===== src/rtl/timer_pkg.sv =====
// Shared types for the loadable down-counter timer.
package timer_pkg;
  typedef enum logic [1:0] {IDLE, RUN, PAUSE, DONE} timer_state_t;
  localparam int DEFAULT_WIDTH = 8;
endpackage


===== src/rtl/tick_prescaler.sv =====
// Divides enabled cycles by PRE_DIV; tick is high on the last cycle of each group.
// Used by down_counter_timer only when PRESCALE_EN is defined.
module tick_prescaler #(
  parameter int PRE_DIV = 4
) (
  input  logic clk,
  input  logic rst,
  input  logic clr,
  input  logic en,
  output logic tick
);
  localparam int CW = $clog2(PRE_DIV) + 1;
  localparam logic [CW-1:0] LAST = CW'(PRE_DIV - 1);

  logic [CW-1:0] r_cnt;

  assign tick = en && (r_cnt == LAST);

  always_ff @(posedge clk) begin
    if (rst || clr)
      r_cnt <= '0;
    else if (en)
      r_cnt <= tick ? '0 : r_cnt + CW'(1);
  end
endmodule


===== src/rtl/down_counter_timer.sv =====
// Loadable down-counter timer with one-cycle done pulse and optional auto-reload.
// Define PRESCALE_EN to decrement only every PRE_DIV run cycles.
module down_counter_timer
  import timer_pkg::*;
#(
  parameter int WIDTH   = DEFAULT_WIDTH,
  parameter int PRE_DIV = 4
) (
  input  logic             clk,
  input  logic             rst,
  input  logic             load,
  input  logic [WIDTH-1:0] load_val,
  input  logic             start,
  input  logic             pause,
  input  logic             auto_reload,
  output logic [WIDTH-1:0] count,
  output logic             busy,
  output logic             done
);
  timer_state_t     r_state, w_state_nxt;
  logic [WIDTH-1:0] r_count, w_count_nxt;
  logic [WIDTH-1:0] r_reload, w_reload_nxt;
  logic             r_done, w_done_nxt;
  logic             r_busy, w_busy_nxt;
  logic             w_tick;
  logic             w_reload_ok;

  assign w_reload_ok = auto_reload && (r_reload != '0);

`ifdef PRESCALE_EN
  logic w_run_en, w_presc_clr;

  // Frozen while pausing; restarted whenever a fresh run begins.
  assign w_run_en    = (r_state == RUN) && !pause && !load;
  assign w_presc_clr = load || ((r_state == IDLE || r_state == DONE) && w_state_nxt == RUN);

  tick_prescaler #(.PRE_DIV(PRE_DIV)) u_presc (
    .clk  (clk),
    .rst  (rst),
    .clr  (w_presc_clr),
    .en   (w_run_en),
    .tick (w_tick)
  );
`else
  assign w_tick = 1'b1;
`endif

  always_ff @(posedge clk) begin
    if (rst) begin
      r_state  <= IDLE;
      r_count  <= '0;
      r_reload <= '0;
      r_done   <= 1'b0;
      r_busy   <= 1'b0;
    end else begin
      r_state  <= w_state_nxt;
      r_count  <= w_count_nxt;
      r_reload <= w_reload_nxt;
      r_done   <= w_done_nxt;
      r_busy   <= w_busy_nxt;
    end
  end

  always_comb begin
    w_state_nxt = r_state;
    if (load) begin
      if (r_state == RUN || r_state == PAUSE)
        w_state_nxt = pause ? PAUSE : RUN;
      else
        w_state_nxt = IDLE;
    end else begin
      case (r_state)
        IDLE:  if (!pause && start && r_count != '0) w_state_nxt = RUN;
        RUN: begin
          if (pause)
            w_state_nxt = PAUSE;
          else if (r_count == '0 && !w_reload_ok)
            w_state_nxt = DONE;
        end
        PAUSE: if (!pause) w_state_nxt = RUN;
        DONE:  if (!pause && start && r_reload != '0) w_state_nxt = RUN;
        default: w_state_nxt = IDLE;
      endcase
    end
  end

  always_comb begin
    w_count_nxt  = r_count;
    w_reload_nxt = r_reload;
    w_done_nxt   = 1'b0;
    w_busy_nxt   = (w_state_nxt == RUN) || (w_state_nxt == PAUSE);
    if (load) begin
      w_count_nxt  = load_val;
      w_reload_nxt = load_val;
    end else begin
      case (r_state)
        RUN: begin
          // Zero is held for one tick period before reloading.
          if (!pause && w_tick) begin
            if (r_count == '0) begin
              if (w_reload_ok) w_count_nxt = r_reload;
            end else begin
              w_count_nxt = r_count - WIDTH'(1);
              w_done_nxt  = (r_count == WIDTH'(1));
            end
          end
        end
        DONE: if (w_state_nxt == RUN) w_count_nxt = r_reload;
        default: ;
      endcase
    end
  end

  assign count = r_count;
  assign busy  = r_busy;
  assign done  = r_done;
endmodule

===== config.mk =====
export PLATFORM = sky130hd
export DESIGN_NAME = down_counter_timer
export DESIGN_NICKNAME = d
export VERILOG_FILES = /design/src/rtl/timer_pkg.sv /design/src/rtl/tick_prescaler.sv /design/src/rtl/down_counter_timer.sv
export SDC_FILE = /design/constraint.sdc
export NUM_CORES = 1
export LEC_CHECK = 0
export CAP_MARGIN = 20
export CORE_MARGIN = 5
export CORE_UTILIZATION = 55
export CTS_BUF_LIST = sky130_fd_sc_hd__clkbuf_2 sky130_fd_sc_hd__clkbuf_4 sky130_fd_sc_hd__clkbuf_8
export CTS_CLUSTER_SIZE = 14
export DETAILED_ROUTE_END_ITERATION = 7
export GPL_TIMING_DRIVEN = 0
export PLACE_DENSITY = 0.89
export SETUP_SLACK_MARGIN = 0.4
export SKIP_LAST_GASP = 1
export SYNTH_ARGS = -nofsm -noshare
export SYNTH_HDL_FRONTEND = slang
export SYNTH_SLANG_ARGS = --single-unit

===== constraint.sdc =====
create_clock -name clk -period 5.3 [get_ports clk]
set_clock_uncertainty 0.05 [all_clocks]
set_input_delay 1.06 -clock clk [delete_from_list [all_inputs] [get_ports clk]]
set_output_delay 1.06 -clock clk [all_outputs]
set_load 0.05 [all_outputs]

==> reports/metrics.yaml <==
logic_synthesis:
  yosysSeqAreaShare_pct: 30.7
  synthesis.area_sq_um: 1310
  syn_inst: 157
  synth_cell_types: 48
  synth_fp_nets: 178
  avgSynthCellArea_sq_um: 8.32
  synth-async-reset-ratio_pct: 0
  synth_edf_count: 0
  yosys_warnings: 0
  synth-main-ff-cell: "dfxtp_1"
  ys_ff_latch: 20
finish:
  antennaDiodeCount: 0
  nNetsFinal: 204
  multi_input_area_sq_um: 805
  fill_cells: 174
  drive_gt1_share_pct: 11.0
  final_area_sq_um: 1590
  layout_commonest_cell: "clkdlybuf4s50_1"
  mostFrequentLayoutCells: "clkdlybuf4s50_1 (21), dfxtp_1 (20), nand2_1 (19), a21oi_1 (16), nor2_1 (11)"
  seqCellArea_sq_um: 400
  syn2layout_area_growth_pct: 21.6
sta:
  rsz0062_at_grt: "no"
  final-max-slew-violation-count: 0
  worstMarginPinSlew_ns: 0.647
  fmax_ghz: 0.314
  finalSetupTns_ns: 0
  setup_viol: 0
  final.period_utilization_pct: 60.1
  finalHoldViolations: 0
  period_minus_slack_ns: 3.18
  slew-limit-headroom_pct: 56.4
setup_path:
  cp_common_cell: "a21oi_1"
  endpoint_kind: "flop"
  arrival_ns: 3.36
  cp_max_fo: 8
  required_ns: 5.47
  slowest_stage: "clkdlybuf4s50_1"
  path_cells: "clkdlybuf4s50_1 > a21boi_0 > nor2_1 > o2bb2ai_1 > a21oi_1 > ha_1 > mux2i_1 > a21oi_1 > o21ai_2 > nand2_4 > a221oi_1"
  path_class: "input pin to flop"
  critPathLaunchType: "input pin"
  crit_path_max_incr_delay_ns: 0.47
run:
  cap_viol_max_count: 0
clock_network:
  postCtsSetupBuffers: 0
  clk_latency_ns: 0.31
  cts_tree: "built"
  clkTransAtPathRegs_ns: 0.12
  cts_hold_buf: 0
  clockBufferDepth: 2
  cts-resized-gates: 0
  cts-root-buf: "clkbuf_4"
  numClockSinks: 20
  cts.htree.levels: 1
  numCtsBuffers: 3
drt:
  ant_nets: 0
  vias_per_cell: 6.32
  dr_total_vias: 1328
  drc_errors: 0
  wl_per_cell_microns: 16.0
  wl_microns: 3360
  drtIter0Drc: 130
  first_pass_iters: 4
floorplanning:
  io_pins: 24
  core_sq_um: 2230
  die_w_microns: 58.7
  initial_utilization_pct: 58.5
  fp.dieArea_sq_um: 3450
  die_y_microns: 58.7
  rows: 17
power_and_ir_drop:
  irDropWorstVdd_uv: 190
  p_per_area_nw_per_um2: 282
  leakage_nw: 0.601
placed_design:
  dp_hpwl_microns: 2510
  placed_area_sq_um: 1550
  place.gp.congestion: 0.883
  port_buffers: 21
run_status:
  outcome: "completed"
global_routing:
  grt_start_max_net_pins: 12
  grt_antenna_before_repair: 0
  grt-ovfl-total: 0
  track_usage_pct: 21.8
  grt_pass1_vias: 1230
  grt_pass1_wl_microns: 5910
worst_hold_path:
  worstHoldPathType: "flop to flop"
[per-layer routing]
metal | share of wire [%] | track usage [%] | wire (microns) | vias to the layer above
met2 | 47 | 33.1 | 1580 | 85
li1 | - | - | - | 634
met5 | 0 | 0 | 0 | -
met3 | 9.6 | 4.82 | 322 | 8
met1 | 42 | 30.3 | 1410 | 601
met4 | 1.3 | 7.44 | 44 | 0
[kinds of logic after synthesis]
kind of cell    Yosys count  synth area share, %
xor+xnor                  2                 1.34
simple gates             59                 24.5
compound gates           49                 27.5
flops                    20                 30.7
fa+ha+maj                 7                 6.70
mux                       2                 1.53
buf+inv                  18                 7.76
[through the flow]
| step | hold slack [ns] | instances | setup slack, ns | power, mW | util, % |
|---|---|---|---|---|---|
| final | 0.437 | 210 | 2.12 | 0.448 | 71.1 |
| after global routing | 0.470 | 210 | 1.91 | 0.474 | 71.1 |
| after CTS | 0.437 | 210 | 2.15 | 0.446 | 71.1 |
| after detailed placement | 0.420 | 206 | 1.84 | 0.355 | 69.5 |
| after global placement | 0.420 | 206 | 1.87 | 0.349 | 69.5 |
| after floorplan | 0.400 | 157 | 2.37 | 0.305 | - |
[registers in the layout, indices dropped and copies added, names as in the netlist]
signal,count
r_state,2
r_reload,8
busy,1
done,1
count,8
[critical path: cells and delay by family]
kind                     cells  cell delay [ns]
AO/OA/AOI/OAI                6             1.24
adder cells (fa/ha/maj)      1             0.20
buffers and inverters        1             0.47
multiplexers                 1             0.13
AND/OR/NAND/NOR              2             0.25
[synth_stat cells (all sizes together), types with 2 or more instances]
library cell / instances / area [sq um]
dfxtp: 20 / 400
nand2: 20 / 82.6
a21oi: 16 / 80.1
nor2: 11 / 41.3
inv: 8 / 30.0
nor3: 8 / 40.0
ha: 7 / 87.6
buf: 6 / 56.3
o21ai: 5 / 28.8
a311oi: 4 / 35.0
clkbuf: 4 / 15.0
nand2b: 4 / 25.0
nor4: 4 / 40.0
a221oi: 3 / 32.5
nand3: 3 / 15.0
a211oi: 2 / 15.0
mux2i: 2 / 20.0
nor2b: 2 / 12.5
o211ai: 2 / 15.0
o21a: 2 / 15.0
xor2: 2 / 17.5
[path summary, 6_finish.rpt]
path                            startpoint                        to  slack, ns  cells after the start
setup / recovery               auto_reload     count[5]$_SDFFE_PP0P_       2.12                     11
hold / removal    r_reload[0]$_SDFFE_PP0P_  r_reload[0]$_SDFFE_PP0P_       0.44                      2
setup reg to reg     count[0]$_SDFFE_PP0P_     count[5]$_SDFFE_PP0P_       2.35                     12
hold reg to reg   r_reload[0]$_SDFFE_PP0P_  r_reload[0]$_SDFFE_PP0P_       0.44                      2
[power breakdown]
group / switching (mW) / internal [mW] / total, mW
Combinational: 0.104 / 0.0716 / 0.175
Clock: 0.0511 / 0.0420 / 0.0931
Sequential: 0.0167 / 0.163 / 0.180
Total: 0.171 / 0.277 / 0.448
[cell type report]
| type | instances | area share, % |
|---|---|---|
| well taps | 28 | 2.21 |
| multi-input cells | 119 | 50.7 |
| repair buffers | 21 | 13.2 |
| inverters | 8 | 1.89 |
| clock buffers | 4 | 2.29 |
| flip-flops and latches | 20 | 25.2 |
| plain buffers | 10 | 4.49 |
(Power assumes the default switching activity.)
